`src/rtl/dsp_mac_sequencer_if.sv`:
```
// Handshake and DSP48A1 slice signals for the MAC sequencer.
// The design side uses the slave modport; the driving environment uses master.
interface dsp_mac_sequencer_if #(
    parameter int LEN_W = 8
);
    logic             cmd_valid;
    logic             cmd_ready;
    logic [LEN_W-1:0] cmd_len;

    logic             op_valid;
    logic             op_ready;
    logic [17:0]      op_a;
    logic [17:0]      op_b;

    logic             res_valid;
    logic             res_ready;
    logic [47:0]      res_data;

    logic [17:0]      DSP_A;
    logic [17:0]      DSP_B;
    logic [7:0]       DSP_OPMODE;
    logic             DSP_CEA;
    logic             DSP_CEB;
    logic             DSP_CEM;
    logic             DSP_CEP;
    logic [47:0]      DSP_P;

    logic             busy;

    modport slave (
        input  cmd_valid, cmd_len, op_valid, op_a, op_b, res_ready, DSP_P,
        output cmd_ready, op_ready, res_valid, res_data,
               DSP_A, DSP_B, DSP_OPMODE, DSP_CEA, DSP_CEB, DSP_CEM, DSP_CEP, busy
    );

    modport master (
        output cmd_valid, cmd_len, op_valid, op_a, op_b, res_ready, DSP_P,
        input  cmd_ready, op_ready, res_valid, res_data,
               DSP_A, DSP_B, DSP_OPMODE, DSP_CEA, DSP_CEB, DSP_CEM, DSP_CEP, busy
    );
endinterface

```
`src/rtl/dsp_mac_sequencer.sv`:
```
// Dot-product sequencer feeding a DSP48A1 slice (A1/B1, M and P registers enabled).
// state | meaning
// IDLE  | waiting for a command, cmd_ready high
// RUN   | accepting operand pairs until remaining reaches 0
// DRAIN | waiting for the issue line to empty, then capturing P
// DONE  | result held on res_data until res_ready
module dsp_mac_sequencer #(
    parameter int LEN_W = 8
) (
    input  logic              clk,
    input  logic              RSTN,
    dsp_mac_sequencer_if.slave bus
);
    localparam logic [1:0] S_IDLE  = 2'd0;
    localparam logic [1:0] S_RUN   = 2'd1;
    localparam logic [1:0] S_DRAIN = 2'd2;
    localparam logic [1:0] S_DONE  = 2'd3;

    localparam logic [7:0] OPM_FIRST = 8'h01;
    localparam logic [7:0] OPM_ACC   = 8'h09;

    logic [1:0]       r_state;
    logic [LEN_W-1:0] r_remaining;
    logic             r_first;
    logic             r_v0, r_v1, r_v2;
    logic [7:0]       r_opm0, r_opm1, r_opm2;
    logic [17:0]      r_dsp_a, r_dsp_b;
    logic [47:0]      r_res_data;

    logic w_cmd_fire;
    logic w_op_fire;
    logic w_op_ready;
    logic w_line_empty;

    assign w_op_ready   = (r_state == S_RUN) && (r_remaining != '0);
    assign w_cmd_fire   = bus.cmd_valid && (r_state == S_IDLE);
    assign w_op_fire    = bus.op_valid && w_op_ready;
    assign w_line_empty = !r_v0 && !r_v1 && !r_v2;

    always_ff @(posedge clk or negedge RSTN) begin
        if (!RSTN) begin
            r_state     <= S_IDLE;
            r_remaining <= '0;
            r_first     <= 1'b0;
            r_v0        <= 1'b0;
            r_v1        <= 1'b0;
            r_v2        <= 1'b0;
            r_opm0      <= 8'h00;
            r_opm1      <= 8'h00;
            r_opm2      <= 8'h00;
            r_dsp_a     <= 18'd0;
            r_dsp_b     <= 18'd0;
            r_res_data  <= 48'd0;
        end else begin
            r_v0   <= 1'b0;
            r_v1   <= r_v0;
            r_v2   <= r_v1;
            r_opm1 <= r_opm0;
            r_opm2 <= r_opm1;
            case (r_state)
                S_IDLE: begin
                    if (w_cmd_fire) begin
                        r_remaining <= bus.cmd_len;
                        r_first     <= 1'b1;
                        if (bus.cmd_len != '0) begin
                            r_state <= S_RUN;
                        end else begin
                            r_res_data <= 48'd0;
                            r_state    <= S_DONE;
                        end
                    end
                end
                S_RUN: begin
                    if (w_op_fire) begin
                        r_dsp_a     <= bus.op_a;
                        r_dsp_b     <= bus.op_b;
                        r_v0        <= 1'b1;
                        // First pair ignores the stale P register (Z=0).
                        r_opm0      <= r_first ? OPM_FIRST : OPM_ACC;
                        r_remaining <= r_remaining - LEN_W'(1);
                        r_first     <= 1'b0;
                        if (r_remaining == LEN_W'(1)) begin
                            r_state <= S_DRAIN;
                        end
                    end
                end
                S_DRAIN: begin
                    if (w_line_empty) begin
                        r_res_data <= bus.DSP_P;
                        r_state    <= S_DONE;
                    end
                end
                S_DONE: begin
                    if (bus.res_ready) begin
                        r_state <= S_IDLE;
                    end
                end
                default: r_state <= S_IDLE;
            endcase
        end
    end

    assign bus.cmd_ready  = (r_state == S_IDLE);
    assign bus.op_ready   = w_op_ready;
    assign bus.res_valid  = (r_state == S_DONE);
    assign bus.res_data   = r_res_data;
    assign bus.busy       = (r_state != S_IDLE);
    assign bus.DSP_A      = r_dsp_a;
    assign bus.DSP_B      = r_dsp_b;
    assign bus.DSP_CEA    = r_v0;
    assign bus.DSP_CEB    = r_v0;
    assign bus.DSP_CEM    = r_v1;
    assign bus.DSP_CEP    = r_v2;
    assign bus.DSP_OPMODE = r_v2 ? r_opm2 : 8'h00;
endmodule

```
`src/flat_wrapper.sv`:
```
// flat-port wrapper written by rule: the top's interface ports become plain ports
module dsp_mac_sequencer_flat 
#(
    parameter int LEN_W = 8
)
  (clk, RSTN, bus_cmd_valid, bus_cmd_len, bus_op_valid, bus_op_a, bus_op_b, bus_res_ready, bus_DSP_P, bus_cmd_ready, bus_op_ready, bus_res_valid, bus_res_data, bus_DSP_A, bus_DSP_B, bus_DSP_OPMODE, bus_DSP_CEA, bus_DSP_CEB, bus_DSP_CEM, bus_DSP_CEP, bus_busy);
  dsp_mac_sequencer_if #(.LEN_W(LEN_W)) bus_i ();
  input  logic clk;
  input  logic RSTN;
  input wire logic [$bits(bus_i.cmd_valid)-1:0] bus_cmd_valid;
  input wire logic [$bits(bus_i.cmd_len)-1:0] bus_cmd_len;
  input wire logic [$bits(bus_i.op_valid)-1:0] bus_op_valid;
  input wire logic [$bits(bus_i.op_a)-1:0] bus_op_a;
  input wire logic [$bits(bus_i.op_b)-1:0] bus_op_b;
  input wire logic [$bits(bus_i.res_ready)-1:0] bus_res_ready;
  input wire logic [$bits(bus_i.DSP_P)-1:0] bus_DSP_P;
  output wire logic [$bits(bus_i.cmd_ready)-1:0] bus_cmd_ready;
  output wire logic [$bits(bus_i.op_ready)-1:0] bus_op_ready;
  output wire logic [$bits(bus_i.res_valid)-1:0] bus_res_valid;
  output wire logic [$bits(bus_i.res_data)-1:0] bus_res_data;
  output wire logic [$bits(bus_i.DSP_A)-1:0] bus_DSP_A;
  output wire logic [$bits(bus_i.DSP_B)-1:0] bus_DSP_B;
  output wire logic [$bits(bus_i.DSP_OPMODE)-1:0] bus_DSP_OPMODE;
  output wire logic [$bits(bus_i.DSP_CEA)-1:0] bus_DSP_CEA;
  output wire logic [$bits(bus_i.DSP_CEB)-1:0] bus_DSP_CEB;
  output wire logic [$bits(bus_i.DSP_CEM)-1:0] bus_DSP_CEM;
  output wire logic [$bits(bus_i.DSP_CEP)-1:0] bus_DSP_CEP;
  output wire logic [$bits(bus_i.busy)-1:0] bus_busy;
  assign bus_i.cmd_valid = bus_cmd_valid;
  assign bus_i.cmd_len = bus_cmd_len;
  assign bus_i.op_valid = bus_op_valid;
  assign bus_i.op_a = bus_op_a;
  assign bus_i.op_b = bus_op_b;
  assign bus_i.res_ready = bus_res_ready;
  assign bus_i.DSP_P = bus_DSP_P;
  assign bus_cmd_ready = bus_i.cmd_ready;
  assign bus_op_ready = bus_i.op_ready;
  assign bus_res_valid = bus_i.res_valid;
  assign bus_res_data = bus_i.res_data;
  assign bus_DSP_A = bus_i.DSP_A;
  assign bus_DSP_B = bus_i.DSP_B;
  assign bus_DSP_OPMODE = bus_i.DSP_OPMODE;
  assign bus_DSP_CEA = bus_i.DSP_CEA;
  assign bus_DSP_CEB = bus_i.DSP_CEB;
  assign bus_DSP_CEM = bus_i.DSP_CEM;
  assign bus_DSP_CEP = bus_i.DSP_CEP;
  assign bus_busy = bus_i.busy;
  dsp_mac_sequencer #(.LEN_W(LEN_W)) u_core (.clk(clk), .RSTN(RSTN), .bus(bus_i));
endmodule
```
`config.mk`:
```
export PLATFORM = sky130hd
export DESIGN_NAME = dsp_mac_sequencer_flat
export DESIGN_NICKNAME = d
export VERILOG_FILES = /design/src/rtl/dsp_mac_sequencer_if.sv /design/src/rtl/dsp_mac_sequencer.sv /design/src/flat_wrapper.sv
export SDC_FILE = /design/constraint.sdc
export NUM_CORES = 1
export LEC_CHECK = 0
export CAP_MARGIN = 20
export CELL_PAD_IN_SITES_DETAIL_PLACEMENT = 1
export CELL_PAD_IN_SITES_GLOBAL_PLACEMENT = 1
export CORE_AREA = 2 2 168 88
export CTS_BUF_LIST = sky130_fd_sc_hd__clkbuf_8
export CTS_CLUSTER_DIAMETER = 150
export DETAILED_ROUTE_END_ITERATION = 10
export DIE_AREA = 0 0 170 90
export GPL_TIMING_DRIVEN = 0
export PLACE_DENSITY_LB_ADDON = 0.1
export SLEW_MARGIN = 40
export SYNTH_ARGS = -nofsm -noshare
export SYNTH_HDL_FRONTEND = slang
export SYNTH_SLANG_ARGS = --single-unit
```
`constraint.sdc`:
```
create_clock -name clk -period 2.35 [get_ports clk]
set_input_delay 0.47 -clock clk [delete_from_list [all_inputs] [get_ports clk]]
set_output_delay 0.47 -clock clk [all_outputs]
set_load 0.01 [all_outputs]
```
; Yosys cells after proc, flatten, opt, wreduce, memory -nomap -nowiden
; Index checks and enable logic that the tools add are counted.
[word_totals]
regBits = 122
latch_bits = 0
mem_bits_rw = 0
mem_bits_ro = 0
input_bits = 97
output_inout_bits = 100
word_cells = 62
n_memories = 0
[op_classes]
add_sub_neg = 1
multipliers = 0
div = 0
n_lt_le_gt_ge = 0
eq_ne = 10
n_shift = 0
n_mux = 21
bitwise_logic = 0
n_reduce_logical = 18
[op_table]
columns = operator, n
row1 = 48-bit two-way mux, 3
row2 = 48-bit one-hot mux with 2 select lines, 1
row3 = 8-bit two-way mux, 3
row4 = 8-bit one-hot mux with 2 select lines, 1
row5 = 8-bit nonzero test, 2
row6 = 2-bit two-way mux, 6
row7 = 8-bit by 1-bit equality test with 1-bit output (second input constant), 1
row8 = 2-bit one-hot mux with 4 select lines, 1
row9 = 8-bit by 1-bit subtractor with 8-bit output (second input constant), 1
row10 = 2-bit by 1-bit != test with 1-bit output (second input constant), 3
row11 = 2-bit != test (second input constant), 3
row12 = 2-bit nonzero test, 3
row13 = 1-bit logical AND, 5
row14 = 5-bit AND reduction, 1
row15 = 2-bit equality test (second input constant), 2
row16 = 1-bit two-way mux, 4
row17 = 4-bit two-way mux, 1
row18 = 4-bit AND reduction, 1
row19 = 1-bit zero test, 3
row20 = 3-bit AND reduction, 1
row21 = 2-bit by 1-bit equality test with 1-bit output (second input constant), 1
row22 = 2-bit zero test, 1
row23 = 1-bit one-hot mux with 2 select lines, 1
row24 = 2-bit AND reduction, 1

; Depth between registers and ports, before layout
; Gate-level depths: netlist of run 1.
[logic_depth]
ltp_word = 5
ltp_mapped = 9
mapped_depth_nobuf = 7

; Worst setup path before layout of run 1
; OpenSTA, ideal clock, no wires.
[synth_path]
kind = reg-to-reg
startpoint = register u_core.r_state[0]
endpoint = register u_core.r_remaining[5]
setup_ns = 0.123
t_arrival_ns = 1.605
required_ns = 2.227
setup_slack_ns = 0.622
stages_incl_launch_ff = 8
path_buffers = 1
period_less_slack_ns = 1.728
cell_sequence = dfrtp_1 -> inv_1 -> ha_1 -> clkbuf_1 -> nor2b_1 -> nand2_1 -> o32a_1 -> o221a_1
[synth_via]
elab_cells_between_ends = 10
classes_between = 3 x eq/ne / 1 x mux / 6 x reduce/logical
[synth_lines]
columns = item, line
row1 = start: declaration, dsp_mac_sequencer.sv:22  ; logic [1:0] r_state;
row2 = start signal: assignment, dsp_mac_sequencer.sv:42  ; r_state <= S_IDLE;
row3 = start signal: assignment, dsp_mac_sequencer.sv:66  ; r_state <= S_RUN;
row4 = start signal: assignment, dsp_mac_sequencer.sv:69  ; r_state <= S_DONE;
row5 = 2-bit zero test (*), n/a
row6 = named net bus_cmd_ready, flat_wrapper.sv:17  ; output wire logic [$bits(bus_i.cmd_ready)-1:0] bus_cmd_ready;
row7 = 1-bit logical AND, dsp_mac_sequencer.sv:36  ; assign w_cmd_fire = bus.cmd_valid && (r_state == S_IDLE);
row8 = 2-bit by 1-bit != test with 1-bit output (no line), n/a
row9 = 3-bit AND reduction (no line), n/a
row10 = end signal: assignment, dsp_mac_sequencer.sv:63  ; r_remaining <= bus.cmd_len;
row11 = end signal: assignment, dsp_mac_sequencer.sv:80  ; r_remaining <= r_remaining - LEN_W'(1);
row12 = end: declaration, dsp_mac_sequencer.sv:23  ; logic [LEN_W-1:0] r_remaining;
; Mark *: on every way through the listed nets, which the timed path passes. The rest lies on a longest branch.
; A chain may end at the register's enable or synchronous reset.

; Worst setup path in the final report of run 1
[layout_path]
startpoint = register u_core.r_state[1]
endpoint = output bus_op_ready
[layout_via]
elab_chain_len = 2
[layout_rtl]
columns = item, line
row1 = 2-bit by 1-bit equality test with 1-bit output, dsp_mac_sequencer.sv:35  ; assign w_op_ready = (r_state == S_RUN) && (r_remaining != '0);
row2 = 1-bit logical AND, dsp_mac_sequencer.sv:35
row3 = end: declaration, flat_wrapper.sv:18  ; output wire logic [$bits(bus_i.op_ready)-1:0] bus_op_ready;
; No other way between the ends.

==> results of run 1 <==
metal layers:
layer / global-route usage, % / share of wire (%)
met5: 0 / 0
met3: 7.35 / 8.9
met1: 26.2 / 48
met2: 26.3 / 42
met4: 4.77 / 1.1
Yosys cell counts, types with 3 or more instances:
master,count
sky130_fd_sc_hd__a21oi_1,6
sky130_fd_sc_hd__a22o_1,50
sky130_fd_sc_hd__and2_1,3
sky130_fd_sc_hd__buf_2,4
sky130_fd_sc_hd__buf_4,13
sky130_fd_sc_hd__buf_6,6
sky130_fd_sc_hd__clkbuf_1,7
sky130_fd_sc_hd__dfrtp_1,104
sky130_fd_sc_hd__ha_1,7
sky130_fd_sc_hd__inv_1,10
sky130_fd_sc_hd__nand2_1,120
sky130_fd_sc_hd__nand2b_1,3
sky130_fd_sc_hd__nand3_1,7
sky130_fd_sc_hd__nor2_1,6
sky130_fd_sc_hd__nor2b_1,4
sky130_fd_sc_hd__nor3_1,4
sky130_fd_sc_hd__nor4_1,3
sky130_fd_sc_hd__o21ai_0,7
per-stage QoR:
| stage | worst slack [ps] | total power [W] | hold slack, ps |
|---|---|---|---|
| final | 153 | 0.00786 | 357 |
| after global routing | 21.2 | 0.00844 | 364 |
| after CTS | 26.9 | 0.00795 | 358 |
| after detailed placement | -221 | 0.00656 | 336 |
| after global placement | -3270 | 0.00641 | 333 |
| after floorplan | 622 | 0.00467 | 174 |
worst reg2reg max path, delay by kind of cell, from the launching register on:
family          cells  cell delay, ps
simple gates        3             260
compound gates      1             250
flops               1             530
buf+inv             4             860
layout make-up:
cell class	count	area (um^2)
fillers	1508	7190
flip-flops and latches	104	2600
repair buffers	195	1960
multi-input cells	253	1500
well taps	181	226
plain buffers	29	211
clock buffers	11	151
clock inverters	4	77.6
inverters	11	41.3
sequential cells by signal, summed over array words and instances, names as in the netlist:
name	flops
u_core.bus.res_data	48
u_core.bus.DSP_A	18
u_core.bus.DSP_B	18
u_core.r_remaining	8
u_core.r_opm0	2
u_core.r_opm1	2
u_core.r_opm2	2
u_core.r_state	2
u_core.bus.DSP_CEA	1
u_core.bus.DSP_CEM	1
u_core.bus.DSP_CEP	1
u_core.r_first	1
what timing repair did:
item	4_1_cts	5_1_grt
gates resized for setup	8	1
endpoints found under the setup margin	2	1
hold endpoints to repair	36	0
hold buffers	1	0
setup buffers	1	2
pin swaps	0	1
cells by family after synthesis:
kind of cell / Yosys count / share of synthesized area [%]
other: 1 / 0.0870
DFF: 104 / 60.4
buffers and inverters: 41 / 5.86
adders and majority gates: 7 / 2.03
muxes: 2 / 0.464
and+or+nand+nor: 156 / 15.6
AOI/OAI and AO/OA: 82 / 15.6
power groups by stage:
stage / Sequential, W / Combinational [W] / Clock (W)
2_1_floorplan: 0.00300 / 0.00168 / 0
5_1_grt: 0.00291 / 0.00412 / 0.00141
6_report: 0.00282 / 0.00375 / 0.00129
3_5_place_dp: 0.00285 / 0.00371 / 0
4_1_cts: 0.00282 / 0.00379 / 0.00134
3_3_place_gp: 0.00281 / 0.00360 / 0
final timing paths:
path | startpoint | end | slack (ps) | cells after the start
hold reg to reg | u_core.r_opm1[3] | u_core.r_opm2[3] | 360 | 0
max in group asynchronous | RSTN | u_core.bus.DSP_A[13] | 1150 | 3
min in group asynchronous | RSTN | u_core.bus.res_data[5] | 560 | 2
hold / removal | u_core.r_opm1[3] | u_core.r_opm2[3] | 360 | 0
setup reg to reg | u_core.r_remaining[2] | u_core.bus.DSP_B[12] | 400 | 8
setup / recovery | u_core.r_state[1] | bus_op_ready | 150 | 5
cells in the final DEF, fill, tap and decap left out, types with 2 or more instances in the layout:
cell type,Yosys,layout
sky130_fd_sc_hd__clkdlybuf4s50_1,0,187
sky130_fd_sc_hd__nand2_1,120,120
sky130_fd_sc_hd__dfrtp_1,104,104
sky130_fd_sc_hd__a22o_1,50,50
sky130_fd_sc_hd__buf_4,13,16
sky130_fd_sc_hd__clkbuf_8,0,11
sky130_fd_sc_hd__inv_1,10,9
sky130_fd_sc_hd__nand3_1,7,7
sky130_fd_sc_hd__o21ai_0,7,7
sky130_fd_sc_hd__buf_6,6,6
sky130_fd_sc_hd__nor2_1,6,6
sky130_fd_sc_hd__a21oi_1,6,6
sky130_fd_sc_hd__conb_1,1,6
sky130_fd_sc_hd__clkbuf_1,7,5
sky130_fd_sc_hd__ha_1,7,5
sky130_fd_sc_hd__buf_2,4,4
sky130_fd_sc_hd__nor3_1,4,4
sky130_fd_sc_hd__nor2b_1,4,4
sky130_fd_sc_hd__and2_1,3,3
sky130_fd_sc_hd__nor4_1,3,3
sky130_fd_sc_hd__nand2b_1,3,3
sky130_fd_sc_hd__inv_2,1,2
sky130_fd_sc_hd__o32a_1,2,2
sky130_fd_sc_hd__o221a_1,2,2
sky130_fd_sc_hd__o311ai_0,2,2
sky130_fd_sc_hd__o2111ai_1,2,2
sky130_fd_sc_hd__mux2i_1,2,2
sky130_fd_sc_hd__ha_4,0,2
sky130_fd_sc_hd__clkinv_4,0,2
sky130_fd_sc_hd__bufinv_16,0,2
sky130_fd_sc_hd__dlygate4sd2_1,0,2
==> out/qor.json, run 1 <==
{
  "routing": {
    "detail_route.iter0.violations": 206,
    "drt_drc_violations_left": 0,
    "via_per_inst": 4.73,
    "ant_nets": 0,
    "detail_route.wl_per_cell_um": 17.5,
    "detailroute.via_count": 3731,
    "drt_pass1_iterations": 4,
    "detail_route.wirelength_um": 13800
  },
  "finish": {
    "final_design_area_no_fill_um2": 6780,
    "antennaDiodeCount": 0,
    "final_nets": 707,
    "syn2layout_area_growth_pct": 57.1,
    "post_route_cells_drive_above_1_share_pct": 8.57,
    "finish.cell_count_without_fillers": 788,
    "final_core_utilization_pct": 48.5
  },
  "floorplanning": {
    "initial_core_utilization_pct": 30.9,
    "die_area_um2": 15300,
    "die_width_um": 170,
    "ios": 197,
    "floorplan.die.height_um": 90,
    "placeableCoreArea_um2": 14000,
    "site_rows": 31
  },
  "logic_synthesis": {
    "synth_top_flop_cell": "sky130_fd_sc_hd__dfrtp_1",
    "synth_seq_cells": 104,
    "synthTopCellsByArea": "sky130_fd_sc_hd__dfrtp_1 (60%), sky130_fd_sc_hd__nand2_1 (10%), sky130_fd_sc_hd__a22o_1 (10%), sky130_fd_sc_hd__buf_4 (2.3%), sky130_fd_sc_hd__ha_1 (2.0%)",
    "mappedNetlistArea_um2": 4310,
    "synth-edff-count": 0,
    "ys_async_sr_fraction_pct": 100,
    "synthDistinctLibCells": 42,
    "synth_area_per_cell_um2": 11.0,
    "postSynthCellCount": 393,
    "seq_area_frac_synth_pct": 60.4,
    "synth_warnings": 0,
    "top_area_cell_type_share_of_the_netlist_area_pct": 60.4,
    "largest_area_contributor_in_the_netlist": "sky130_fd_sc_hd__dfrtp_1"
  },
  "clocking": {
    "cts_tree": "yes",
    "path_clk_slew_ps": 100,
    "h_tree_lvl_count": 3,
    "cts.root.buffer_cell": "sky130_fd_sc_hd__clkbuf_8",
    "clkLatencyLatePin_ps": 370,
    "cts.path.max_buffers": 2,
    "cts_num_sinks": 104,
    "cts-buffers-inserted": 9
  },
  "power_and_ir_drop": {
    "powerDensity_nw_per_um2": 1160,
    "power_frac_comb_pct": 47.7,
    "sw_frac_of_total_pct": 36.7,
    "leakage_nw": 3.10,
    "vdd_drop_max_mv": 0.422,
    "internal_w": 0.00497,
    "share_seq_of_total_power_pct": 35.8,
    "switching_power_w": 0.00288,
    "clock_power_share_pct": 16.4
  },
  "grt": {
    "grt_first_pass_wirelength_um": 22100,
    "grt_pass1_vias": 4013,
    "antenna_found_initial": 0,
    "grt_overflow_total": 0,
    "track_usage_pct": 18.5,
    "grt_max_degree": 69
  },
  "critical_path": {
    "timing_worst_setup_path_type": "reg -> out",
    "worstPathMaxFanout": 10,
    "worst-endpoint-required_ps": 1880,
    "crit_family": "buffers and inverters",
    "cells_along_the_critical_path": "inv_2 > ha_4 > inv_1 > a31oi_1 > dlygate4sd2_1",
    "crit_arrival_ps": 1730,
    "cp-start-kind": "flop",
    "cp_slowest_stage_delay_ps": 430,
    "critPathSlowestCell": "sky130_fd_sc_hd__dfrtp_1",
    "setup.worst_path.end_class": "primary output",
    "cp_num_buf_inv": 3
  },
  "sta": {
    "maxSlewViolCount": 0,
    "period_needed_ps": 2200,
    "unrepaired_setup_endpoints_after_global_routing": "false",
    "setup_viol_count_final": 0,
    "relSlewSlack_pct": 66.4,
    "timing.final.crit_share_pct": 93.5,
    "worstMarginPinSlew_ps": 504,
    "finalClockSkew_ps": 14.0,
    "max_clock_freq_mhz": 455,
    "setup_total_negative_slack_ps": 0,
    "final_hold_viol_count": 0
  },
  "place": {
    "io_buffers": 190,
    "globalplace.congestion": 0.794,
    "detailedPlacementHpwl_um": 10300,
    "numPlacedInstances": 770,
    "dpl-instance-area_um2": 6490
  },
  "run": {
    "maxCapViolations": 0
  },
  "outcome": {
    "status": "finished, final reports clean"
  },
  "min_path": {
    "min_path_type": "reg -> reg"
  }
}
Power figures use the tool's default switching activity.
==> inputs of run 2 (changes only) <==
- SLEW_MARGIN: 40 -> 5
==> out/qor.json, run 2 (synthesis results as in run 1) <==
{
  "clocking": {
    "cts_tree": "yes",
    "cts-buffers-inserted": {"value": 9, "change": "unchanged"},
    "postCtsHoldBufs": {"value": 0, "change": "-1"},
    "clkLatencyLatePin": {"value": 370, "unit": "ps", "change": "about the same"},
    "cts.path.max_buffers": {"value": 2, "change": "unchanged"},
    "cts_num_sinks": {"value": 104, "change": "unchanged"},
    "cts.root.buffer_cell": "sky130_fd_sc_hd__clkbuf_8",
    "path_clk_slew": {"value": 110, "unit": "ps", "change": "about the same"},
    "h_tree_lvl_count": {"value": 3, "change": "unchanged"}
  },
  "critical_path": {
    "crit_arrival": {"value": 1780, "unit": "ps", "change": "+50 ps"},
    "cp_slowest_stage_delay": {"value": 480, "unit": "ps", "change": "+50 ps"},
    "worstPathMaxFanout": {"value": 6, "change": "-4"},
    "cp-start-kind": "flop",
    "critPathSlowestCell": "sky130_fd_sc_hd__nor4_4",
    "worst-endpoint-required": {"value": 1880, "unit": "ps", "change": "about the same"},
    "timing_worst_setup_path_type": "reg -> out",
    "setup.worst_path.end_class": "primary output",
    "cp_num_buf_inv": {"value": 1, "change": "-2"},
    "cells_along_the_critical_path": "nor4_4 > a31oi_1 > dlygate4sd2_1",
    "crit_family": "simple AND/OR/NAND/NOR gates",
    "setup.reg_to_reg.worst_slack": {"value": 380, "unit": "ps", "change": "-20 ps"}
  },
  "finish": {
    "largest_reg_flops": {"value": 48, "change": "unchanged"},
    "n_fill_cell": {"value": 1538, "change": "+2.0%"},
    "final_core_utilization": {"value": 48.3, "unit": "%", "change": "-0.18 points"},
    "most_used_cells_in_the_layout_excluding_fill_and_tap_cells": "sky130_fd_sc_hd__clkdlybuf4s50_1 (187), sky130_fd_sc_hd__nand2_1 (120), sky130_fd_sc_hd__dfrtp_1 (103)",
    "layout_commonest_cell": "sky130_fd_sc_hd__clkdlybuf4s50_1",
    "antennaDiodeCount": {"value": 0, "change": "unchanged"},
    "post_route_cells_drive_above_1_share": {"value": 8.61, "unit": "%", "change": "+0.043 points"},
    "syn2layout_area_growth_pct": 56.6,
    "final_nets": {"value": 704, "change": "-0.42%"}
  },
  "sta": {
    "final_hold_viol_count": {"value": 0, "change": "unchanged"},
    "final.hold.worst_slack": {"value": 78.1, "unit": "ps", "change": "-279 ps"},
    "unrepaired_setup_endpoints_after_global_routing": "false",
    "max_clock_freq": {"value": 444, "unit": "MHz", "change": "-2.6%"},
    "timing.final.crit_share": {"value": 95.9, "unit": "%", "change": "+2.4 points"},
    "setup_viol_count_final": {"value": 0, "change": "unchanged"},
    "worstMarginPinSlew": {"value": 558, "unit": "ps", "change": "+54.1 ps"},
    "period_needed": {"value": 2250, "unit": "ps", "change": "+57.5 ps"},
    "relSlewSlack": {"value": 62.8, "unit": "%", "change": "-3.6 points"},
    "maxSlewViolCount": {"value": 0, "change": "unchanged"},
    "finalClockSkew": {"value": 17.1, "unit": "ps", "change": "+3.08 ps"}
  },
  "place": {
    "detailedPlacementHpwl": {"value": 10200, "unit": "um", "change": "-0.69%"},
    "globalplace.congestion": {"value": 0.794, "change": "unchanged"},
    "io_buffers": {"value": 190, "change": "unchanged"}
  },
  "floorplanning": {
    "placeableCoreArea": {"value": 14000, "unit": "um^2", "change": "unchanged"},
    "die_width": {"value": 170, "unit": "um", "change": "unchanged"},
    "site_rows": {"value": 31, "change": "unchanged"},
    "floorplan.die.height": {"value": 90, "unit": "um", "change": "unchanged"},
    "die_area": {"value": 15300, "unit": "um^2", "change": "unchanged"},
    "initial_core_utilization": {"value": 30.9, "unit": "%", "change": "unchanged"},
    "ios": {"value": 197, "change": "unchanged"}
  },
  "routing": {
    "detail_route.wirelength": {"value": 13800, "unit": "um", "change": "about the same"},
    "drt_drc_violations_left": {"value": 0, "change": "unchanged"},
    "detailroute.via_count": {"value": 3709, "change": "-0.59%"},
    "detail_route.wl_per_cell": {"value": 17.6, "unit": "um", "change": "+0.45%"},
    "via_per_inst": {"value": 4.72, "change": "-0.21%"},
    "ant_nets": {"value": 0, "change": "unchanged"},
    "drt_pass1_iterations": {"value": 4, "change": "unchanged"},
    "detail_route.iter0.violations": {"value": 196, "change": "-4.9%"}
  },
  "grt": {
    "grt_pass1_vias": {"value": 3896, "change": "-2.9%"},
    "grt_max_degree": {"value": 65, "change": "-5.8%"},
    "track_usage": {"value": 18.6, "unit": "%", "change": "+0.047 points"},
    "grt_first_pass_wirelength": {"value": 22100, "unit": "um", "change": "about the same"},
    "antenna_found_initial": {"value": 0, "change": "unchanged"},
    "grt_overflow_total": {"value": 0, "change": "unchanged"}
  },
  "outcome": {
    "status": "finished, final reports clean"
  },
  "run": {
    "maxCapViolations": {"value": 0, "change": "unchanged"}
  },
  "power_and_ir_drop": {
    "powerDensity": {"value": 1160, "unit": "nW/um^2", "change": "+0.24%"},
    "fin_total_pwr": {"value": 0.00785, "unit": "W", "change": "-0.13%"},
    "leakage": {"value": 3.09, "unit": "nW", "change": "-0.59%"},
    "vdd_drop_max": {"value": 0.413, "unit": "mV", "change": "-2.0%"}
  },
  "min_path": {
    "min_path_type": "in -> async"
  }
}
run 2: stage by stage:
step                      std cells  cell area [um^2]  setup WS [ps]  setup TNS (ps)
after CTS                       785              6740           33.2               0
final                           785              6750           95.5               0
after floorplan                 398              4330            622               0
after detailed placement        770              6480           -236           -6940
after global routing            785              6750           1.59               0
after global placement          769              6460          -3270         -345530
run 2: cell type report:
type	instances	area [um^2]	share of cell area (%)
multi-input cells	253	1510	22.3
clock inverters	4	77.6	1.15
flip-flops and latches	104	2600	38.6
well taps	181	226	3.35
clock buffers	11	151	2.24
inverters	11	41.3	0.612
plain buffers	29	211	3.13
repair buffers	192	1930	28.6
run 2: per-layer routing:
| metal | vias up | global-route usage, % | routed length [um] |
|---|---|---|---|
| li1 | 1749 | - | - |
| met1 | 1815 | 27.1 | 6690 |
| met2 | 134 | 25.7 | 5690 |
| met3 | 11 | 7.22 | 1290 |
| met4 | 0 | 4.27 | 117 |
| met5 | - | 0 | 0 |
run 2: worst reg2reg max path, delay by kind of cell, from the launching register on:
family | cells | cell delay, ps
AOI/OAI and AO/OA | 1 | 250
DFF | 1 | 430
and+or+nand+nor | 3 | 300
adders and majority gates | 1 | 210
buffers and inverters | 3 | 700
run 2: power by group:
part	internal, W	switching [W]	total (W)
combinational	0.00191	0.00183	0.00374
clock	0.000657	0.000637	0.00129
sequential	0.00240	0.000419	0.00281
run 2: path summary, 6_finish.rpt:
path / startpoint / to / cells past startpoint
min reg2reg: u_core.r_opm1[3] / u_core.r_opm2[3] / 0
max in group asynchronous: RSTN / u_core.bus.res_data[33] / 2
max reg2reg: u_core.r_state[1] / u_core.bus.DSP_B[12] / 8
min: RSTN / u_core.bus.res_data[22] / 1
min in group clk: u_core.r_opm1[3] / u_core.r_opm2[3] / 0
max: u_core.r_remaining[3] / bus_op_ready / 3
run 2: timing repair:
action | in CTS | in global routing
endpoints found under the setup margin | 11 | 2
gates resized for setup | 8 | 3
pin swaps | 0 | 1
buffers inserted | 1 | 0
cloned | 0 | 0
==> inputs of run 3 (changes only) <==
- PLACE_DENSITY_LB_ADDON: 0.1 -> 0.12
==> out/qor.json, run 3 (synthesis results as in run 1) <==
{
  "finish": {
    "antennaDiodeCount": {"value": 0, "change": "unchanged"},
    "finish.cell_count_without_fillers": {"value": 788, "change": "+0.38%"},
    "n_fill_cell": {"value": 1548, "change": "+0.65%"},
    "largest_reg_flops": {"value": 48, "change": "unchanged"},
    "multi_input_comb_area": {"value": 1500, "unit": "um^2", "change": "-0.41%"},
    "seq_area": {"value": 2600, "unit": "um^2", "change": "unchanged"},
    "post_route_cells_drive_above_1_share": {"value": 8.73, "unit": "%", "change": "+0.12 points"},
    "final_nets": {"value": 706, "change": "+0.28%"},
    "layout_commonest_cell": "sky130_fd_sc_hd__clkdlybuf4s50_1",
    "syn2layout_area_growth_pct": 56.0,
    "most_used_cells_in_the_layout_excluding_fill_and_tap_cells": "sky130_fd_sc_hd__clkdlybuf4s50_1 (187), sky130_fd_sc_hd__nand2_1 (120), sky130_fd_sc_hd__dfrtp_1 (103)"
  },
  "grt": {
    "grt_max_degree": {"value": 57, "change": "-12%"},
    "antenna_found_initial": {"value": 0, "change": "unchanged"},
    "grt_overflow_total": {"value": 0, "change": "unchanged"},
    "grt_pass1_vias": {"value": 3913, "change": "+0.44%"},
    "grt_first_pass_wirelength": {"value": 22100, "unit": "um", "change": "+0.31%"},
    "track_usage": {"value": 18.5, "unit": "%", "change": "-0.091 points"}
  },
  "min_path": {
    "min_path_type": "in -> async"
  },
  "clocking": {
    "postCtsHoldBufs": {"value": 0, "change": "unchanged"},
    "cts-buffers-inserted": {"value": 9, "change": "unchanged"},
    "cts.path.max_buffers": {"value": 2, "change": "unchanged"},
    "cts_tree": "yes",
    "cts_num_sinks": {"value": 104, "change": "unchanged"},
    "h_tree_lvl_count": {"value": 3, "change": "unchanged"},
    "cts.root.buffer_cell": "sky130_fd_sc_hd__clkbuf_8",
    "path_clk_slew": {"value": 100, "unit": "ps", "change": "about the same"},
    "clkLatencyLatePin": {"value": 360, "unit": "ps", "change": "about the same"}
  },
  "routing": {
    "detail_route.iter0.violations": {"value": 201, "change": "+2.6%"},
    "ant_nets": {"value": 0, "change": "unchanged"},
    "drt_pass1_iterations": {"value": 4, "change": "unchanged"},
    "drt_drc_violations_left": {"value": 0, "change": "unchanged"},
    "detail_route.wirelength": {"value": 13700, "unit": "um", "change": "-0.53%"},
    "detail_route.wl_per_cell": {"value": 17.4, "unit": "um", "change": "-0.91%"},
    "via_per_inst": {"value": 4.75, "change": "+0.59%"},
    "detailroute.via_count": {"value": 3745, "change": "+0.97%"}
  },
  "sta": {
    "relSlewSlack": {"value": 55.6, "unit": "%", "change": "-7.2 points"},
    "setup_total_negative_slack": {"value": 0, "unit": "ps", "change": "unchanged"},
    "maxSlewViolCount": {"value": 0, "change": "unchanged"},
    "finalClockSkew": {"value": 9.73, "unit": "ps", "change": "-7.32 ps"},
    "timing.final.crit_share": {"value": 95.2, "unit": "%", "change": "-0.74 points"},
    "setup_viol_count_final": {"value": 0, "change": "unchanged"},
    "worstMarginPinSlew": {"value": 667, "unit": "ps", "change": "+108 ps"},
    "max_clock_freq": {"value": 447, "unit": "MHz", "change": "+0.77%"},
    "period_needed": {"value": 2240, "unit": "ps", "change": "-17.3 ps"},
    "final_hold_viol_count": {"value": 0, "change": "unchanged"},
    "unrepaired_setup_endpoints_after_global_routing": "false"
  },
  "place": {
    "detailedPlacementHpwl": {"value": 10300, "unit": "um", "change": "about the same"},
    "globalplace.congestion": {"value": 0.830, "change": "+4.5%"},
    "numPlacedInstances": {"value": 770, "change": "unchanged"},
    "io_buffers": {"value": 190, "change": "unchanged"}
  },
  "floorplanning": {
    "ios": {"value": 197, "change": "unchanged"},
    "die_area": {"value": 15300, "unit": "um^2", "change": "unchanged"},
    "floorplan.die.height": {"value": 90, "unit": "um", "change": "unchanged"},
    "site_rows": {"value": 31, "change": "unchanged"},
    "placeableCoreArea": {"value": 14000, "unit": "um^2", "change": "unchanged"},
    "die_width": {"value": 170, "unit": "um", "change": "unchanged"},
    "initial_core_utilization": {"value": 30.9, "unit": "%", "change": "unchanged"}
  },
  "run": {
    "maxCapViolations": {"value": 0, "change": "unchanged"}
  },
  "critical_path": {
    "timing_worst_setup_path_type": "in -> reg",
    "reg2reg_from": "u_core.r_state[1]",
    "crit_arrival": {"value": 2530, "unit": "ps", "change": "+750 ps"},
    "cp-start-kind": "input port",
    "critical_path.startpoint": "bus_cmd_len[5]",
    "setup.worst_path.end_class": "flop",
    "worstPathMaxFanout": {"value": 10, "change": "+4"},
    "worst-endpoint-required": {"value": 2650, "unit": "ps", "change": "+770 ps"}
  },
  "power_and_ir_drop": {
    "powerDensity": {"value": 1150, "unit": "nW/um^2", "change": "-1.1%"},
    "vdd_drop_max": {"value": 0.451, "unit": "mV", "change": "+9.1%"},
    "leakage": {"value": 3.08, "unit": "nW", "change": "-0.26%"}
  },
  "outcome": {
    "status": "finished, final reports clean"
  }
}
[run 3: worst paths after layout]
check	endpoint	slack (ps)	depth (start not counted)
setup / recovery	u_core.bus.res_data[29]	110	7
hold / removal	u_core.bus.DSP_B[1]	120	1
setup reg to reg	u_core.bus.DSP_A[0]	220	9
hold reg to reg	u_core.r_opm2[3]	360	0
max in group asynchronous	u_core.bus.DSP_B[14]	1520	2
min in group clk	u_core.r_opm2[3]	360	0
[run 3: final cells by class]
type                       instances  area share [%]
timing repair buffer             194            28.9
multi-input combinational        253            22.3
tap                              181            3.37
sequential                       104            38.7
clock buffer                       9            1.84
buffer                            29            3.14
clock inverter                     7            1.06
inverter                          11           0.614
[run 3: critical path: stages]
cell and delay [ps]:
sky130_fd_sc_hd__clkdlybuf4s50_1 450, sky130_fd_sc_hd__nor4_1 510, sky130_fd_sc_hd__nand3_1 190, sky130_fd_sc_hd__a21oi_1 310, sky130_fd_sc_hd__buf_4 240, sky130_fd_sc_hd__buf_4 200, sky130_fd_sc_hd__a22o_1 160
[run 3: per-layer routing]
metal	up-vias	global-route usage, %	wire, um
met1	1849	26.2	6620
met3	4	7.31	1210
met5	-	0	0
li1	1760	-	-
met2	132	26.9	5830
met4	0	3.28	61
[run 3: power breakdown]
| part | internal [W] | switching, W | total [W] |
|---|---|---|---|
| combinational | 0.00192 | 0.00186 | 0.00378 |
| sequential | 0.00240 | 0.000425 | 0.00282 |
| clock | 0.000496 | 0.000634 | 0.00113 |
[run 3: repair_timing]
action / in CTS / in global routing
setup buffers: 3 / 0
endpoints found under the setup margin: 5 / 0
gates resized for setup: 10 / 0
[run 3: through the flow]
stage	hold WS, ps	setup slack [ps]	util [%]	instance area [um^2]	power [W]
global route	137	61.1	48.2	6730	0.00833
finish	119	113	48.2	6730	0.00773
CTS	135	171	48.2	6730	0.00781
global placement	333	-3230	46.3	6460	0.00644
detailed placement	336	-229	46.4	6480	0.00656
floorplan	174	622	-	4330	0.00467
